### src/rtl/tape_csw_player.sv
// rtl/tape_csw_player.sv - CSW pulse-length stream to cassette square wave for tape_in
module tape_csw_player #(
  parameter int unsigned CLK_HZ    = 64000000,
  parameter int unsigned SAMPLE_HZ = 44100
) (
  input  logic       clk,
  input  logic       reset_n,
  input  logic       motor,
  input  logic       play,
  input  logic       flush,
  input  logic [7:0] data,
  input  logic       data_valid,
  output logic       data_ready,
  output logic       tape_in,
  output logic       running,
  output logic       underrun
);

  typedef enum logic [2:0] {
    S_IDLE,
    S_FETCH,
    S_EXT0,
    S_EXT1,
    S_EXT2,
    S_EXT3,
    S_COUNT
  } state_t;

  localparam logic [32:0] SAMPLE_INC = 33'(SAMPLE_HZ);
  localparam logic [32:0] CLK_WRAP   = 33'(CLK_HZ);

  state_t      state, state_d;
  logic [31:0] acc;
  logic [31:0] count;
  logic [23:0] len;
  logic [32:0] acc_sum;
  logic [31:0] ext_len;
  logic        run;
  logic        tick;
  logic        xfer;
  logic        fetching;

  assign run      = motor & play;
  assign acc_sum  = {1'b0, acc} + SAMPLE_INC;
  assign tick     = run && (acc_sum >= CLK_WRAP);
  assign xfer     = data_valid & data_ready;
  assign ext_len  = {data, len};
  assign running  = run & (state != S_IDLE);
  assign fetching = (state == S_FETCH) || (state == S_EXT0) || (state == S_EXT1) ||
                    (state == S_EXT2) || (state == S_EXT3);

  always_ff @(posedge clk or negedge reset_n) begin
    if (!reset_n) begin
      state <= S_IDLE;
    end else begin
      state <= state_d;
    end
  end

  always_comb begin
    state_d    = state;
    data_ready = 1'b0;
    case (state)
      S_IDLE: begin
        if (run) state_d = S_FETCH;
      end
      S_FETCH: begin
        data_ready = run;
        if (xfer) state_d = (data == 8'd0) ? S_EXT0 : S_COUNT;
      end
      S_EXT0: begin
        data_ready = run;
        if (xfer) state_d = S_EXT1;
      end
      S_EXT1: begin
        data_ready = run;
        if (xfer) state_d = S_EXT2;
      end
      S_EXT2: begin
        data_ready = run;
        if (xfer) state_d = S_EXT3;
      end
      S_EXT3: begin
        data_ready = run;
        if (xfer) state_d = S_COUNT;
      end
      S_COUNT: begin
        if (tick && count == 32'd1) state_d = S_FETCH;
      end
      default: state_d = S_IDLE;
    endcase
    if (flush) state_d = S_IDLE;
  end

  // Datapath: sample accumulator, pulse counter, escape length assembly, output level.
  always_ff @(posedge clk or negedge reset_n) begin
    if (!reset_n) begin
      acc      <= 32'd0;
      count    <= 32'd0;
      len      <= 24'd0;
      tape_in  <= 1'b0;
      underrun <= 1'b0;
    end else if (flush) begin
      acc      <= 32'd0;
      count    <= 32'd0;
      len      <= 24'd0;
      tape_in  <= 1'b0;
      underrun <= 1'b0;
    end else begin
      if (run) acc <= tick ? 32'(acc_sum - CLK_WRAP) : acc_sum[31:0];

      if (xfer) begin
        underrun <= 1'b0;
        case (state)
          S_FETCH: if (data != 8'd0) count <= {24'd0, data};
          S_EXT0:  len[7:0]   <= data;
          S_EXT1:  len[15:8]  <= data;
          S_EXT2:  len[23:16] <= data;
          S_EXT3:  count <= (ext_len == 32'd0) ? 32'd1 : ext_len;
          default: ;
        endcase
      end else if (run && fetching && !data_valid) begin
        underrun <= 1'b1;
      end

      // Toggle lands on the tick edge that consumes the last sample of the pulse.
      if (state == S_COUNT && tick) begin
        count <= count - 32'd1;
        if (count == 32'd1) tape_in <= ~tape_in;
      end
    end
  end

endmodule
### config.mk
export PLATFORM = sky130hd
export DESIGN_NAME = tape_csw_player
export DESIGN_NICKNAME = d
export VERILOG_FILES = /design/src/rtl/tape_csw_player.sv
export SDC_FILE = /design/constraint.sdc
export NUM_CORES = 1
export LEC_CHECK = 0
export ABC_AREA = 1
export CAP_MARGIN = 10
export CELL_PAD_IN_SITES_DETAIL_PLACEMENT = 0
export CELL_PAD_IN_SITES_GLOBAL_PLACEMENT = 2
export CORE_ASPECT_RATIO = 0.7
export CORE_MARGIN = 4
export CORE_UTILIZATION = 35
export DETAILED_ROUTE_END_ITERATION = 8
export PLACE_DENSITY_LB_ADDON = 0.1
export SETUP_SLACK_MARGIN = 0.2
export SLEW_MARGIN = 15
export SYNTH_ARGS = -nofsm -noshare
export SYNTH_HDL_FRONTEND = slang
export SYNTH_SLANG_ARGS = --single-unit
### constraint.sdc
create_clock -name clk -period 3.8 [get_ports clk]
set_input_delay 0.38 -clock clk [delete_from_list [all_inputs] [get_ports clk]]
set_output_delay 0.38 -clock clk [all_outputs]
set_load 0.02 [all_outputs]
==> flow_summary.json, run 1 <==
{
  "status": "completed",
  "layout-drive-gt1-share_pct": 7.57,
  "fmax_mhz": 312,
  "nFillCells": 2060,
  "fin_crit_ns": 3.20,
  "wl_per_cell_um": 15.9,
  "first_iter_violations": 480,
  "cts_tree": "done",
  "synth_area_per_cell_um2": 6.33,
  "die-area_um2": 21700,
  "rsz0062_at_grt": "false",
  "yosysTopAreaCellShare_pct": 33.6,
  "die_width_um": 174,
  "cts_sinks": 91,
  "initial_utilization_pct": 35.7,
  "powerDensity_nw_per_um2": 359,
  "drcViolationCount": 0,
  "crit_path_max_fanout": 11,
  "synth_commonest_cells": "nand2_1, inv_1, nor2_1",
  "yosysUniqueCellTypes": 32,
  "pin_count": 18,
  "synth_edf_count": 0,
  "globalRouteOverflowTotal": 0,
  "fin_skew_ns": 0.0144,
  "worst_ep_arrival_time_ns": 3.50,
  "min_period_over_period_pct": 84.3,
  "synth_flop_cell": "dfrtp_1",
  "vias_per_cell": 4.93,
  "antenna_found_initial": 1,
  "ys_top_cells_by_area": "dfrtp_1, nand2_1, inv_1, nor2_1, nand3_1",
  "cts_buffer_depth": 2,
  "synth_nets": 1089,
  "relSlewSlack_pct": 55.0,
  "cts_hold_buffers": 0,
  "fp-row-count": 42,
  "cp_common_cell": "nand2_1",
  "required_ns": 4.10,
  "clkSlewWorstSetupHoldPaths_ns": 0.08,
  "setup_viol": 0,
  "critPathLaunchType": "flip-flop",
  "worstMarginPinSlew_ns": 0.675,
  "drtPass1Iterations": 5,
  "crit_type": "flip-flop to flip-flop",
  "multiInputGateArea_um2": 3880,
  "whs_ns": 0.0585,
  "wl_um": 21600,
  "p_leak_nw": 3.97,
  "crit_slowest_cell": "dfrtp_1",
  "diodes": 0,
  "drv_cap": 0,
  "track_usage_pct": 20.0,
  "grt_max_degree": 48,
  "slew_viol_final": 0,
  "fp.dieH_um": 124,
  "clk-insertion-delay-late_ns": 0.36,
  "async_flop_share_pct": 100,
  "finalPower_mw": 2.75,
  "hold_viol_final": 0,
  "grt_pass1_vias": 6064,
  "worst_setup_path_end_kind": "flip-flop",
  "ir_drop_uv": 211,
  "synth.most_common_cell": "nand2_1",
  "synth_area_um2": 6770,
  "grt_first_pass_wirelength_um": 34900,
  "syn_to_final_growth_pct": 13.3,
  "root_buffer": "clkbuf_16",
  "vias": 6711,
  "portBuffers": 17,
  "gp_congestion": 0.844,
  "yosys_warnings": 0,
  "cpPeakStageDelay_ns": 0.42,
  "cts_made_buffers": 9,
  "setup_tns_ns": 0,
  "ys_seq_elements": 91,
  "ff_latch_area_um2": 2280,
  "syn_inst": 1069,
  "cts_htree_levels": 3,
  "yosysTopAreaCell": "dfrtp_1",
  "seq_area_frac_synth_pct": 33.6,
  "dp_hpwl_um": 16100,
  "hp-class": "primary input to async pin",
  "nNetsFinal": 1111,
  "ant_nets": 0,
  "core-area_um2": 19000
}
-- area by class of cell --
cell class                 count  area share, %
timing repair buffer          44           4.98
tap                          264           4.31
sequential                    91           29.7
clock buffer                   9           2.94
clock inverter                 7          0.979
inverter                     132           6.49
multi-input combinational    813           50.6
-- registers in the layout, summed over array words and instances, names as in the netlist --
signal    cells
tape_in       1
len          24
underrun      1
state         3
count        32
acc          30
-- final timing paths --
path / start / endpoint / slack, ns / depth (start not counted)
max: acc[3] / count[7] / 0.60 / 30
min: reset_n / acc[31] / 0.06 / 1
max reg2reg: acc[3] / count[7] / 0.60 / 30
min reg2reg: count[10] / count[10] / 0.50 / 2
max in group asynchronous: reset_n / acc[4] / 2.86 / 2
min in group clk: count[10] / count[10] / 0.50 / 2
-- stage by stage --
step,setup WS (ns),instances,instance area [µm²],utilization (%)
floorplan,1.00,1069,6770,-
global placement,0.350,1338,7270,38.3
detailed placement,0.253,1338,7270,38.3
CTS,0.211,1354,7570,39.9
global route,0.189,1360,7670,40.4
finish,0.598,1360,7670,40.4
-- metal layers --
metal	GRT usage (%)	routed length, µm	vias to the layer above	share of wire (%)
met4	3.54	140	0	0.65
met5	0	0	-	0
li1	-	-	3447	-
met1	35.9	12700	3102	59
met3	2.82	899	10	4.2
met2	23.9	7880	152	36
-- layout by cell type (no fill, tap or decap), types with 2 or more instances in the layout --
master           Yosys  final
inv_6                0      2
o21ai_2              1      2
nand3b_1             6      6
xor2_2               2      2
nand2_2              1      4
mux2_2              10     10
o21ai_0             61     59
dfrtp_2              0      2
nand2_1            404    401
nor2_2               0      3
o22ai_1              5      5
a21oi_1             10      9
dfrtp_1             91     89
buf_4                0     26
ha_1                 6      5
nand4_1             51     51
nor2_1             115    112
inv_2                6      7
inv_1              126    124
nor3_1              23     22
inv_8                0      3
xnor2_1             14     14
clkbuf_16            0      9
xor2_1              21     21
o21bai_1             3      3
clkdlybuf4s50_1      0     16
nand3_1             65     64
nor4_1               8      8
-- cells by family after synthesis --
group	after synthesis	share of synthesized area, %
buf+inv	165	9.70
xor+xnor	37	5.01
compound gates	84	6.80
fa+ha+maj	6	1.11
simple gates	676	42.1
mux	10	1.66
flops	91	33.6
-- critical path: cells and delay by family, from the launching register on --
kind                     cells  cell delay (ns)
flip-flops                   1             0.42
adder cells (fa/ha/maj)      2             0.36
AND/OR/NAND/NOR             20             1.66
buffers and inverters        8             0.68
-- what timing repair did --
action / in CTS / in global routing
endpoints found under the setup margin: 0 / 53
resized for setup: 0 / 19
endpoints found under the hold margin: 0 / 0
setup buffers: 0 / 6
-- power by group --
part / switching (mW) / internal [mW]
registers: 0.0771 / 1.03
clock network: 0.479 / 0.470
logic: 0.459 / 0.233
total: 1.02 / 1.74
Note: power is estimated with default switching activity, not from simulation.
==> run 2, diff against run 1 <==
Clock period 3.8 ns to 3.05 ns, I/O delays scaled along.
==> flow_summary.json, run 2 (synthesized netlist as in run 1, its figures left out) <==
{
  "cts_made_buffers": 9,
  "ir_drop_uv": 283,
  "fp.dieH_um": 124,
  "worst-path-stages": 20,
  "p_leak_nw": 4.29,
  "wl_per_cell_um": 16.2,
  "power_frac_comb_pct": 27.2,
  "regMostFlops": "count",
  "finalPower_mw": 3.57,
  "nNetsFinal": 1162,
  "track_usage_pct": 21.3,
  "vias": 6902,
  "layout-drive-gt1-share_pct": 13.5,
  "rrSetupSlack_ns": 0.1,
  "first_iter_violations": 572,
  "cp_cell_sequence": "ha_4, nand3_4, inv_4, nand2_2, nand2_2, buf_4, nand2_1, nand2_1, nand2_1, xor2_2, nand2_1, buf_4, nor2_1, nand2_2, nand2_8, nand3_4, a21oi_4, buf_12, nand2_1, nand2_1",
  "die-area_um2": 21700,
  "portBuffers": 17,
  "grt_max_degree": 52,
  "powerDensity_nw_per_um2": 430,
  "drtPass1Iterations": 5,
  "required_ns": 3.35,
  "cpLargestDelayFamily": "simple AND/OR/NAND/NOR gates",
  "ant_nets": 0,
  "pin_count": 18,
  "fin_skew_ns": 0.0103,
  "dp.cells": 1378,
  "hold_viol_final": 0,
  "fin_crit_ns": 2.95,
  "cpPeakStageDelay_ns": 0.42,
  "fp-row-count": 42,
  "largestRegisters": "count x32, acc x30, len x24",
  "crit_slowest_cell": "dfrtp_1",
  "vias_per_cell": 4.89,
  "setup_viol": 0,
  "dp_slack_ns": -0.118,
  "drcViolationCount": 0,
  "cts_buffer_depth": 2,
  "rr_worst_depth": 20,
  "wl_um": 22900,
  "clk-insertion-delay-late_ns": 0.37,
  "globalRouteOverflowTotal": 0,
  "p_int_mw": 2.24,
  "crit_type": "flip-flop to flip-flop",
  "worst_setup_path_end_kind": "flip-flop",
  "critPathLaunchType": "flip-flop",
  "startpoint": "acc[3]",
  "final_util_pct": 43.8,
  "drv_cap": 0,
  "core-area_um2": 19000,
  "swShare_pct": 37.2,
  "cp_common_cell": "nand2_1",
  "clkPwrFrac_pct": 34.0,
  "worst_ep_arrival_time_ns": 3.25,
  "grt_pass1_vias": 6384,
  "worstMarginPinSlew_ns": 0.783,
  "rsz0062_at_grt": "true",
  "final_common_cell": "nand2_1",
  "cts_tree": "done",
  "die_width_um": 174,
  "grt_first_pass_wirelength_um": 37000,
  "root_buffer": "clkbuf_16",
  "crit_path_max_fanout": 32,
  "clkSlewWorstSetupHoldPaths_ns": 0.08,
  "initial_utilization_pct": 35.7,
  "antenna_found_initial": 0,
  "layout.cells.non_filler": 1411,
  "fmax_mhz": 339,
  "slew_viol_final": 0,
  "power.switching_mw": 1.33,
  "final_cell_mix": "nand2_1, inv_1, nor2_1",
  "crit_buf_inv": 4,
  "r2r_start": "acc[3]",
  "cts_htree_levels": 3,
  "power_frac_seq_pct": 38.8,
  "syn_to_final_growth_pct": 22.7,
  "endpoint": "count[14]",
  "hp-class": "primary input to async pin",
  "cts_sinks": 91,
  "setup_slack_ns": 0.0990,
  "status": "completed",
  "gp_congestion": 0.858,
  "min_period_over_period_pct": 96.8,
  "r2r_end": "count[14]",
  "largest_reg_flops": 32,
  "diodes": 0,
  "relSlewSlack_pct": 47.8,
  "dp_hpwl_um": 16700
}
==> run 2: layout make-up <==
type                       instances  area, µm²
fill                            2050      10700
multi-input combinational        813       3970
tap                              264        330
inverter                         132        498
clock inverter                     7       88.8
timing repair buffer              95        912
clock buffer                       9        225
sequential                        91       2280
==> run 2: worst min path at each step <==
stage          slack [ns]       to  cells past startpoint  startpoint
5_1_grt              0.08  acc[31]                      1     reset_n
6_report             0.03  acc[31]                      1     reset_n
4_1_cts              0.05  acc[31]                      1     reset_n
2_1_floorplan       0.009  acc[10]                      0     reset_n
3_5_place_dp         0.44  acc[31]                      1     reset_n
3_3_place_gp         0.44  acc[28]                      1     reset_n
==> run 2: metrics by stage <==
step | TNS [ns] | hold slack (ns) | cell area, µm²
after detailed placement | -2.26 | 0.440 | 7670
after global routing | -9.72 | 0.0753 | 8310
after floorplan | 0 | 0.00941 | 6770
after global placement | -0.0597 | 0.437 | 7670
final | 0 | 0.0261 | 8310
after CTS | 0 | 0.0469 | 8200
==> run 2: power groups by stage <==
stage | Combinational, mW | Clock, mW | Sequential [mW]
CTS | 0.942 | 1.25 | 1.38
detailed placement | 0.916 | 0 | 1.41
finish | 0.970 | 1.21 | 1.39
global route | 1.09 | 1.29 | 1.40
floorplan | 0.595 | 0 | 1.38
global placement | 0.927 | 0 | 1.41
==> run 2: routing by layer <==
layer | global-route usage, % | wire [µm] | up-vias
li1 | - | - | 3548
met1 | 36.6 | 13200 | 3197
met2 | 27.3 | 8500 | 147
met3 | 3.06 | 1070 | 10
met4 | 3.68 | 169 | 0
met5 | 0 | 0 | -
==> run 2: what timing repair did <==
item	4_1_cts	5_1_grt
setup buffers	9	6
endpoints found under the setup margin	56	56
hold buffers	0	0
gates cloned	2	0
gates resized for setup	36	23
pin swaps	8	14
==> RTL change, RTL diff (config.mk and constraints of run 2) <==
The 7 states of `state_t` get a one-hot encoding in 7 bits.
--- a/src/rtl/tape_csw_player.sv
+++ b/src/rtl/tape_csw_player.sv
@@ -16,14 +16,14 @@
   output logic       underrun
 );
 
-  typedef enum logic [2:0] {
-    S_IDLE,
-    S_FETCH,
-    S_EXT0,
-    S_EXT1,
-    S_EXT2,
-    S_EXT3,
-    S_COUNT
+  typedef enum logic [6:0] {
+    S_IDLE  = 7'b0000001,
+    S_FETCH = 7'b0000010,
+    S_EXT0  = 7'b0000100,
+    S_EXT1  = 7'b0001000,
+    S_EXT2  = 7'b0010000,
+    S_EXT3  = 7'b0100000,
+    S_COUNT = 7'b1000000
   } state_t;
 
   localparam logic [32:0] SAMPLE_INC = 33'(SAMPLE_HZ);
Formal check against the unedited RTL: same outputs for any inputs over 10 cycles, from zero or initial values and one cycle with reset_n low; not proved beyond that.
==> RTL change against run 2 <==
- sequential power increased by 3%
- sequential cell count increased by 4
- first-iteration DRC count rose by 31%
- wire length rose by 16%
- area after synthesis increased by 6.7%
- design area increased by 17%
- die area rose by 6.3%
- largest cell class unchanged
- cell count rose by 6.3%
- critical path type unchanged
- largest power group unchanged
- total power is 2.2% higher
- highest routed layer unchanged
- worst setup slack worse by 24 ps
==> RTL change: results (changes against run 2) <==
stage;metric;value;unit;change
outcome;status;finished clean;;unchanged
place;I/O Buffers;17;;unchanged
global_routing;first-pass GRT wire length;40.1;mm;was 37.0 mm
final_layout;# fillers;2079;;was 2050
final_layout;n_diodes;0;;unchanged
sta;Worst Skew;9.71;ps;was 10.3 ps
logic_synthesis;Area contributors post-synth;dfrtp_1 (33%), nand2_1 (21%), nand3_1 (5.6%), inv_1 (5.5%), nor2_1 (5.5%);;was dfrtp_1 (34%), nand2_1 (22%), inv_1 (7.0%), nor2_1 (6.4%), nand3_1 (4.8%)
global_routing;total track usage;22.4;%;was 21.3%
min_path;Worst Hold Class;reg -> reg;;was in -> async
logic_synthesis;cells after synthesis;1118;;was 1069
power_and_ir_drop;leakage dissipation;4.95;nW;was 4.29 nW
place;placed insts;1437;;was 1378
detailed_routing;via-per-instance ratio;5.07;;was 4.89
worst_setup_path;Crit Reg-Reg Endpoint;count[8]$_DFFE_PN0P_;;was count[14]$_DFFE_PN0P_
worst_setup_path;Worst EP arrival;3280;ps;was 3250 ps
worst_setup_path;Largest stage delay, worst path;460;ps;was 420 ps
logic_synthesis;sequential area share after synthesis;32.9;%;was 33.6%
global_routing;vias in the first global route;6800;;was 6384
worst_setup_path;Max FO, Critical Path;7;;was 32
place;hpwl dp;19.0;mm;was 16.7 mm
sta;worst slew pin tran;655;ps;was 783 ps
detailed_routing;antenna-violating nets left;0;;unchanged
power_and_ir_drop;maximum vdd drop;0.310;mV;was 0.283 mV
worst_setup_path;Critical R2R Launch;acc[13]$_DFFE_PN0N_;;was acc[3]$_DFFE_PN0N_
sta;setup ws final;75.2;ps;was 99.0 ps
sta;Min Hold Slack;489;ps;was 26.1 ps
worst_setup_path;R2R Setup Slk;80;ps;was 100 ps
detailed_routing;drt total wl;26.5;mm;was 22.9 mm
detailed_routing;DR WL/cell;17.7;um;was 16.2 um
final_layout;Final nets;1245;;was 1162
clocking;Num CTS Buffers;9;;unchanged
logic_synthesis;Yosys cell types;42;;was 32
place;gpl congestion;0.852;;was 0.858
logic_synthesis;Synth top cells by count;nand2_1 (413), inv_1 (106), nor2_1 (105);;was nand2_1 (404), inv_1 (126), nor2_1 (115)
final_layout;layout cells sized above 1;29.3;%;was 13.5%
[RTL change: changes by cell type in the layout (fill, tap and decap cells not counted), sizes merged, moves of 11 or more]
cell | run 2 | this run
nand4 | 51 | 40
o21ai | 62 | 83
nand3 | 66 | 87
buf | 79 | 109
inv | 136 | 121
nand2 | 407 | 441
[RTL change: stage by stage]
stage	instance area [um2]	util (%)
floorplan	7220	-
global placement	8110	40.5
detailed placement	8110	40.5
CTS	8920	44.6
global route	9730	48.6
finish	9730	48.6
[RTL change: worst max-delay path by stage]
stage	start	to	depth (start not counted)
final	acc[13]$_DFFE_PN0N_	count[8]$_DFFE_PN0P_	20
after global routing	acc[13]$_DFFE_PN0N_	count[8]$_DFFE_PN0P_	21
after CTS	acc[2]$_DFFE_PN0N_	count[20]$_DFFE_PN0P_	25
after detailed placement	acc[3]$_DFFE_PN0N_	count[14]$_DFFE_PN0P_	23
after global placement	acc[3]$_DFFE_PN0N_	count[14]$_DFFE_PN0P_	23
after floorplan	acc[2]$_DFFE_PN0N_	count[26]$_DFFE_PN0P_	25
[RTL change: kinds of logic after synthesis]
logic type      share of synthesized area, %
xor+xnor                                4.71
buf+inv                                 8.80
simple gates                            45.3
flops                                   32.9
compound gates                          7.24
fa+ha+maj                               1.04
[RTL change: repair_timing]
action / in CTS / in global routing
pin swaps: 19 / 46
endpoints found under the hold margin: 35 / 0
setup endpoints to repair: 59 / 68
setup buffers: 23 / 15
cloned: 4 / 4
resized for setup: 89 / 176
hold buffers: 1 / 0
[RTL change: cell type report]
cell class                      count  area share, %
Timing Repair Buffer              130           13.7
Clock buffer                        9           2.32
Clock inverter                      7          0.887
Inverter                          119           4.82
Tap cell                          270           3.47
Sequential cell                    95           24.5
Multi-Input combinational cell    870           50.3
[RTL change: routing by layer]
| layer | vias up | part of all wire [%] | track usage, % |
|---|---|---|---|
| li1 | 3799 | - | - |
| met1 | 3615 | 56 | 38.2 |
| met2 | 174 | 38 | 28.4 |
| met3 | 11 | 6.0 | 4.28 |
| met4 | 0 | 0.66 | 3.63 |
| met5 | - | 0 | 0 |
[RTL change: worst max-delay path: cells and delay by family, from the launching register on]
| family | cells | cell delay, ps |
|---|---|---|
| and+or+nand+nor | 13 | 1370 |
| xor gates and xnor gates | 1 | 280 |
| buffers and inverters | 5 | 630 |
| DFF | 1 | 460 |
| AOI/OAI and AO/OA | 1 | 170 |
[RTL change: power breakdown]
group          total, mW  switching (mW)  internal [mW]
clock               1.25           0.598          0.657
combinational      0.961           0.576          0.385
sequential          1.43          0.0879           1.34
